[src/rtl/cc_orient_lock.sv]
// CC orientation lock: synchronises NUM_CC comparator lines, debounces a single active line,
// locks onto it and steers BMC rx/tx through it. Optional CC_FORCE_SEL_EN adds a forced-lock override.
module cc_orient_lock #(
   parameter int NUM_CC       = 2,
   parameter int DEBOUNCE_CYC = 20000,
   parameter int DETACH_CYC   = 200000
) (
   input  logic              clock,
   input  logic              nrst,
   input  logic [NUM_CC-1:0] cc_in,
   input  logic              cc_dout,
   input  logic              cc_io_ctrl,
   input  logic              cc_check,
`ifdef CC_FORCE_SEL_EN
   input  logic              force_en,
   input  logic [NUM_CC-1:0] force_sel,
`endif
   output logic              cc_din,
   output logic              cc_lock,
   output logic [NUM_CC-1:0] cc_sel,
   output logic              cc_lost,
   output logic              phy_out_en,
   output logic [NUM_CC-1:0] phy_out_cc
);

   localparam int DBW = $clog2(DEBOUNCE_CYC) + 1;
   localparam int DTW = $clog2(DETACH_CYC) + 1;

   localparam logic [1:0] ST_IDLE     = 2'd0;
   localparam logic [1:0] ST_DEBOUNCE = 2'd1;
   localparam logic [1:0] ST_LOCKED   = 2'd2;

   localparam logic [NUM_CC-1:0] ONE     = NUM_CC'(1);
   localparam logic [DBW-1:0]    DB_LAST = DBW'(DEBOUNCE_CYC - 1);
   localparam logic [DTW-1:0]    DT_LAST = DTW'(DETACH_CYC - 1);

   logic [NUM_CC-1:0] cc_m;
   logic [NUM_CC-1:0] cc_s;
   logic [NUM_CC-1:0] cand;
   logic [1:0]        state;
   logic [DBW-1:0]    cnt;
   logic [DTW-1:0]    dcnt;
   logic              onehot;
   logic              line_low;
`ifdef CC_FORCE_SEL_EN
   logic              forced;
`endif

   always_ff @(posedge clock or negedge nrst) begin
      if (!nrst) begin
         cc_m <= '0;
         cc_s <= '0;
      end else begin
         cc_m <= cc_in;
         cc_s <= cc_m;
      end
   end

   assign onehot   = (cc_s != '0) && ((cc_s & (cc_s - ONE)) == '0);
   assign line_low = !cc_io_ctrl && ((cc_s & cc_sel) == '0);

   always_ff @(posedge clock or negedge nrst) begin
      if (!nrst) begin
         state   <= ST_IDLE;
         cand    <= '0;
         cnt     <= '0;
         dcnt    <= '0;
         cc_sel  <= '0;
         cc_lock <= 1'b0;
         cc_lost <= 1'b0;
`ifdef CC_FORCE_SEL_EN
         forced  <= 1'b0;
`endif
      end else begin
         cc_lost <= 1'b0;
`ifdef CC_FORCE_SEL_EN
         // Override sits ahead of the normal FSM; its release drops straight back to IDLE.
         forced <= force_en;
         if (force_en) begin
            state   <= ST_LOCKED;
            cc_sel  <= force_sel;
            cc_lock <= |force_sel;
            cnt     <= '0;
            dcnt    <= '0;
         end else if (forced) begin
            state   <= ST_IDLE;
            cc_sel  <= '0;
            cc_lock <= 1'b0;
            dcnt    <= '0;
         end else
`endif
         begin
            case (state)
               ST_IDLE: begin
                  if (cc_check && !cc_io_ctrl && onehot) begin
                     cand  <= cc_s;
                     cnt   <= '0;
                     state <= ST_DEBOUNCE;
                  end
               end
               ST_DEBOUNCE: begin
                  if (cc_io_ctrl || !cc_check || (cc_s != cand)) begin
                     state <= ST_IDLE;
                  end else if (cnt == DB_LAST) begin
                     cc_sel  <= cand;
                     cc_lock <= 1'b1;
                     dcnt    <= '0;
                     state   <= ST_LOCKED;
                  end else if (cnt != '1) begin
                     cnt <= cnt + 1'b1;
                  end
               end
               ST_LOCKED: begin
                  if (!line_low) begin
                     dcnt <= '0;
                  end else if (dcnt == DT_LAST) begin
                     cc_sel  <= '0;
                     cc_lock <= 1'b0;
                     cc_lost <= 1'b1;
                     dcnt    <= '0;
                     state   <= ST_IDLE;
                  end else if (dcnt != '1) begin
                     dcnt <= dcnt + 1'b1;
                  end
               end
               default: state <= ST_IDLE;
            endcase
         end
      end
   end

   always_comb begin
      cc_din = |cc_s;
      if (cc_io_ctrl)
         cc_din = 1'b1;
      else if (state == ST_LOCKED)
         cc_din = |(cc_s & cc_sel);
   end

   assign phy_out_en = !cc_io_ctrl;
   assign phy_out_cc = cc_sel & {NUM_CC{cc_dout & cc_io_ctrl}};

endmodule

[config.mk]
export PLATFORM = sky130hd
export DESIGN_NAME = cc_orient_lock
export DESIGN_NICKNAME = d
export VERILOG_FILES = /design/src/rtl/cc_orient_lock.sv
export SDC_FILE = /design/constraint.sdc
export NUM_CORES = 1
export LEC_CHECK = 0
export BUFFER_PORTS_ARGS = -buffer_cell sky130_fd_sc_hd__buf_2
export CAP_MARGIN = 20
export CORE_UTILIZATION = 50
export DETAILED_ROUTE_END_ITERATION = 8
export PLACE_DENSITY = 0.67
export SETUP_SLACK_MARGIN = 0.1
export SKIP_CTS_REPAIR_TIMING = 1
export SLEW_MARGIN = 20
export SYNTH_ARGS = -nofsm -noshare
export SYNTH_HDL_FRONTEND = slang
export SYNTH_SLANG_ARGS = --single-unit
[constraint.sdc]
create_clock -name clock -period 5.2 [get_ports clock]
set_input_delay 1.04 -clock clock [delete_from_list [all_inputs] [get_ports clock]]
set_output_delay 1.04 -clock clock [all_outputs]
set_load 0.02 [all_outputs]
Word-level counts from Yosys, hierarchy flattened
Index checks and enable logic that the tools add are counted.
Word-level totals
  register bits after elaboration: 47
Cells by class
  add/subtract/negate cells: 3
  equal/unequal tests: 16
  multiplexer cells: 30
  bitwise logic cells: 4
  reduce and logical (&&, ||, !) cells: 21
Operators by type and width (count)
  $mux W19: 5
  $mux W16: 4
  $pmux W19 S2: 1
  $pmux W16 S2: 1
  $add A19 B1 Y19 const B: 1
  $eq A19 B18 Y1 const B: 1
  $ne A19 B19 Y1 const B: 1
  $add A16 B1 Y16 const B: 1
  $eq A16 B15 Y1 const B: 1
  $ne A16 B16 Y1 const B: 1
  $mux W2: 7
  $ne A2 B2 Y1 const B: 7
  $reduce_and A5 Y1: 2
  $mux W1: 9
  $reduce_and A4 Y1: 2
  $and A2 B2 Y2: 3
  $logic_not A2 Y1: 3
  $pmux W2 S3: 1
  $reduce_bool A2 Y1: 3
  $logic_and A1 B1 Y1: 4
  $ne A4 B4 Y1 const B: 1
  $pmux W2 S2: 1
  $reduce_or A2 Y1: 2
  $ne A3 B3 Y1 const B: 1
  9 further kinds: 11

Depth between registers and ports, before layout
  depth in word-level cells: 7
  mapped depth: 8

Worst setup path after synthesis
OpenSTA, ideal clock, no wires.
  path kind: in2out
  from: input port cc_io_ctrl
  to: output port cc_din
  arrival time: 1.364 ns
  required time: 4.160 ns
  setup slack: 2.796 ns
  stages: 2
  buffers on the path: 0
  cells stage by stage: inv_1 > nand2_1
Between the ends
  word-level cells in the longest chain between the ends: 1
Ends and longest elaborated chain
  from (decl): line 12  | input logic cc_io_ctrl,
  $mux W1: line 134  | if (cc_io_ctrl)
  to (decl): line 18  | output logic cc_din,
Every way passes these cells.

Final worst setup path
  from: input port cc_io_ctrl
  to: register cnt[14]
Between the ends
  word-level cells in the longest chain between the ends: 5
  elaborated cells on any way between the ends: 8
  classes of those cells: eq/ne: 2; reduce/logical: 6
Ends and longest elaborated chain
  $logic_not A1 Y1: line 95  | if (cc_check && !cc_io_ctrl && onehot) begin
  $logic_and A1 B1 Y1 (2 in series): line 95
  $ne A2 B2 Y1 (no line)
  $reduce_and A5 Y1 (no line) (*)
  to (signal assigned): line 110  | cnt <= cnt + 1'b1;
  to (decl): line 41  | logic [DBW-1:0] cnt;
Every way passes the cells marked *; elsewhere a longest branch is shown, timed or not.
A chain may end at the register's enable or synchronous reset.

==> out/qor.yml <==
drt-vias-per-instance: 6.55
arrival_ps: 3140
cpPeakStageDelay_ps: 640
grt_max_degree: 48
yosysTopAreaCell: "dfrtp_1"
syn_inst: 320
synthArstFlopShare_pct: 100
worst-setup-path-type: "input port to flip-flop"
rsz0062_at_grt: "false"
avgRoutedWirePerCell_um: 17.1
finalPower_mw: 0.956
setup_tns_ps: 0
syn_area_mm2: 0.00302
fin_crit_sh_pct: 56.8
dp_cells: 390
ir_worst_vdd_mv: 0.205
grt_overflow_total: 0
p_per_area_mw_per_mm2: 301
clock_path_buffers: 2
dieArea_mm2: 0.00636
ys.flop_type: "dfrtp_1"
drive_gt1_share_pct: 14.1
synth.area.top_cells: "dfrtp_1 39%, nand3_1 4.1%, nand4_1 3.3%, and4_1 2.9%, a21oi_1 2.7%"
n_antenna_cell: 0
grt_antenna_before_repair: 0
port_buffers: 14
first_pass_iters: 4
path_clk_slew_ps: 100
htree_levels: 2
route.detailed.drc: 0
gp_congestion: 0.880
core_mm2: 0.00568
grt_pass1_wl_mm: 11.5
grtUsageMet3_pct: 3.31
cts_buffers: 5
use_met2_pct: 36.6
nNetsFinal: 338
start_util_pct: 53.2
crit_buf_inv: 1
synth_edf_count: 0
seq_area_frac_synth_pct: 38.9
row_count: 27
relSlewSlack_pct: 38.2
grt_pass1_vias: 2405
grt_usage_pct: 23.4
startpoint_type: "input port"
dp_hpwl_mm: 4.73
clockRootBuffer: "clkbuf_8"
instances_no_fill: 398
maxCapViolCount: 0
dieWidth_um: 79.7
leakagePower_nw: 1.28
cp-end-kind: "flip-flop"
hold_viol: 0
die_h_um: 79.7
critPathRequiredTime_ps: 5390
hp-class: "flip-flop to flip-flop"
clk_latency_ps: 310
ioPinCount: 15
area_growth_pct: 5.01
grt_most_used_layer: "met2"
synthDominantCellAreaShare_pct: 38.9
routed_wl_mm: 6.79
ys_types: 68
drt-initial-drc-count: 122
status: "complete, no violations"
cts_sinks: 47
ys_seq_elements: 47
cts_tree: "yes"
yosys_warnings: 0
setup_viol: 0
synthesis.nets: 333
antenna_left: 0
crit_fanout: 15
vias: 2606
syn_avg_cell_area_um2: 9.44
drv_slew: 0
clock.fmax_mhz: 339
tightest_slew_ps: 918
grt_use_met1_pct: 33.0
period_needed_ps: 2950
crit_chain: "buf_2, nor2b_1, nand4_1, or3_1, o311ai_1, o31ai_1"
worst_path_dominant_cell_family: "simple AND/OR/NAND/NOR gates"
clock_skew_ps: 10.5
cp_slowest_cell: "nand4_1"
[metrics by stage]
step / setup WS [ps] / hold WS (ps) / util [%] / area, um^2
after CTS: 2290 / 361 / 55.9 / 3170
after detailed placement: 1950 / 339 / 54.3 / 3080
after global placement: 2060 / 335 / 54.3 / 3080
final: 2250 / 359 / 55.9 / 3170
after floorplan: 2800 / 331 / - / 3020
after global routing: 1990 / 370 / 55.9 / 3170
[where the power goes]
group,total [mW],switching [mW],internal [mW]
clock,0.228,0.134,0.0939
combinational,0.311,0.205,0.106
sequential,0.417,0.0288,0.388
[cells in the mapped netlist (all sizes together) (2+ instances only)]
master,number
a2bb2oi,2
o211ai,4
nor3,6
a31oi,3
nor2,12
o311ai,2
inv,16
a21oi,17
o2bb2ai,3
nand4,17
clkbuf,5
a211o,6
a22o,2
a31o,2
a41oi,4
buf,13
a211oi,2
nor4b,4
and2,2
and4,10
o31ai,6
ha,6
mux2i,4
dfrtp,47
o21a,2
or3,4
o22ai,5
nand2,17
a21boi,3
or4,4
o21ai,15
mux2,3
nor2b,4
xnor2,3
nor4,11
and3,8
nand3,26
a21o,5
[layout make-up]
type                       instances  area (um^2)
clock buffer                       5         68.8
tap                               72         90.1
sequential                        47         1180
inverter                          16         60.1
fill                             529         2500
multi-input combinational        239         1670
clock inverter                     3         20.0
timing repair buffer              16         85.1
[worst register-to-register path: stages, from the launching register on]
cell,delay (ps)
dfrtp_1,410
inv_1,80
ha_1,440
nand4_1,640
or3_1,590
o311ai_1,240
o31ai_1,120
[logic make-up after synthesis]
family,after synthesis,synth area share (%)
XOR/XNOR,4,1.16
buffers and inverters,34,5.72
AND/OR/NAND/NOR,132,27.1
AO/OA/AOI/OAI,90,22.1
flip-flops,47,38.9
multiplexers,7,2.57
adder cells (fa/ha/maj),6,2.49
[layer usage]
| metal | vias to the layer above | share of wire [%] |
|---|---|---|
| met4 | 0 | 1.6 |
| met5 | - | 0 |
| met2 | 56 | 45 |
| li1 | 1250 | - |
| met3 | 11 | 3.6 |
| met1 | 1289 | 50 |
[worst paths after layout]
check / start / end / slack [ps] / depth (start not counted)
worst max-delay path: cc_io_ctrl / cnt[14]$_DFFE_PN0P_ / 2250 / 6
worst min-delay path: cc_m[1]$_DFF_PN0_ / cc_s[1]$_DFF_PN0_ / 360 / 0
worst max register to register: state[1]$_DFFE_PN0P_ / cnt[14]$_DFFE_PN0P_ / 2570 / 6
worst min register to register: cc_m[1]$_DFF_PN0_ / cc_s[1]$_DFF_PN0_ / 360 / 0
max in group asynchronous: nrst / cnt[1]$_DFFE_PN0P_ / 3970 / 2
min in group asynchronous: nrst / cc_s[0]$_DFF_PN0_ / 810 / 2
[flip-flops by register name (all words and copies together) (netlist names)]
signal / count
dcnt: 19
cnt: 16
cand: 2
cc_m: 2
cc_s: 2
cc_sel: 2
state: 2
cc_lock: 1
cc_lost: 1
[cells in the final DEF (no fill, tap or decap), drive strengths merged, types with 3 or more instances in the layout]
cell type / netlist / final
o21ai: 15 / 15
or3: 4 / 4
xnor2: 3 / 3
or4: 4 / 4
nor3: 6 / 6
a21o: 5 / 5
dfrtp: 47 / 47
o22ai: 5 / 5
a211o: 6 / 6
nor2b: 4 / 4
clkbuf: 5 / 5
buf: 13 / 16
o2bb2ai: 3 / 3
mux2i: 4 / 4
and4: 10 / 10
inv: 16 / 16
nand4: 17 / 17
nor4: 11 / 11
nand2: 17 / 17
a21oi: 17 / 17
mux2: 3 / 3
and3: 8 / 8
ha: 6 / 6
a41oi: 4 / 4
nor2: 12 / 12
a21boi: 3 / 3
o31ai: 6 / 6
nand3: 26 / 26
o211ai: 4 / 4
nor4b: 4 / 4
a31oi: 3 / 3
No activity file was read; power rests on OpenSTA's default activity.
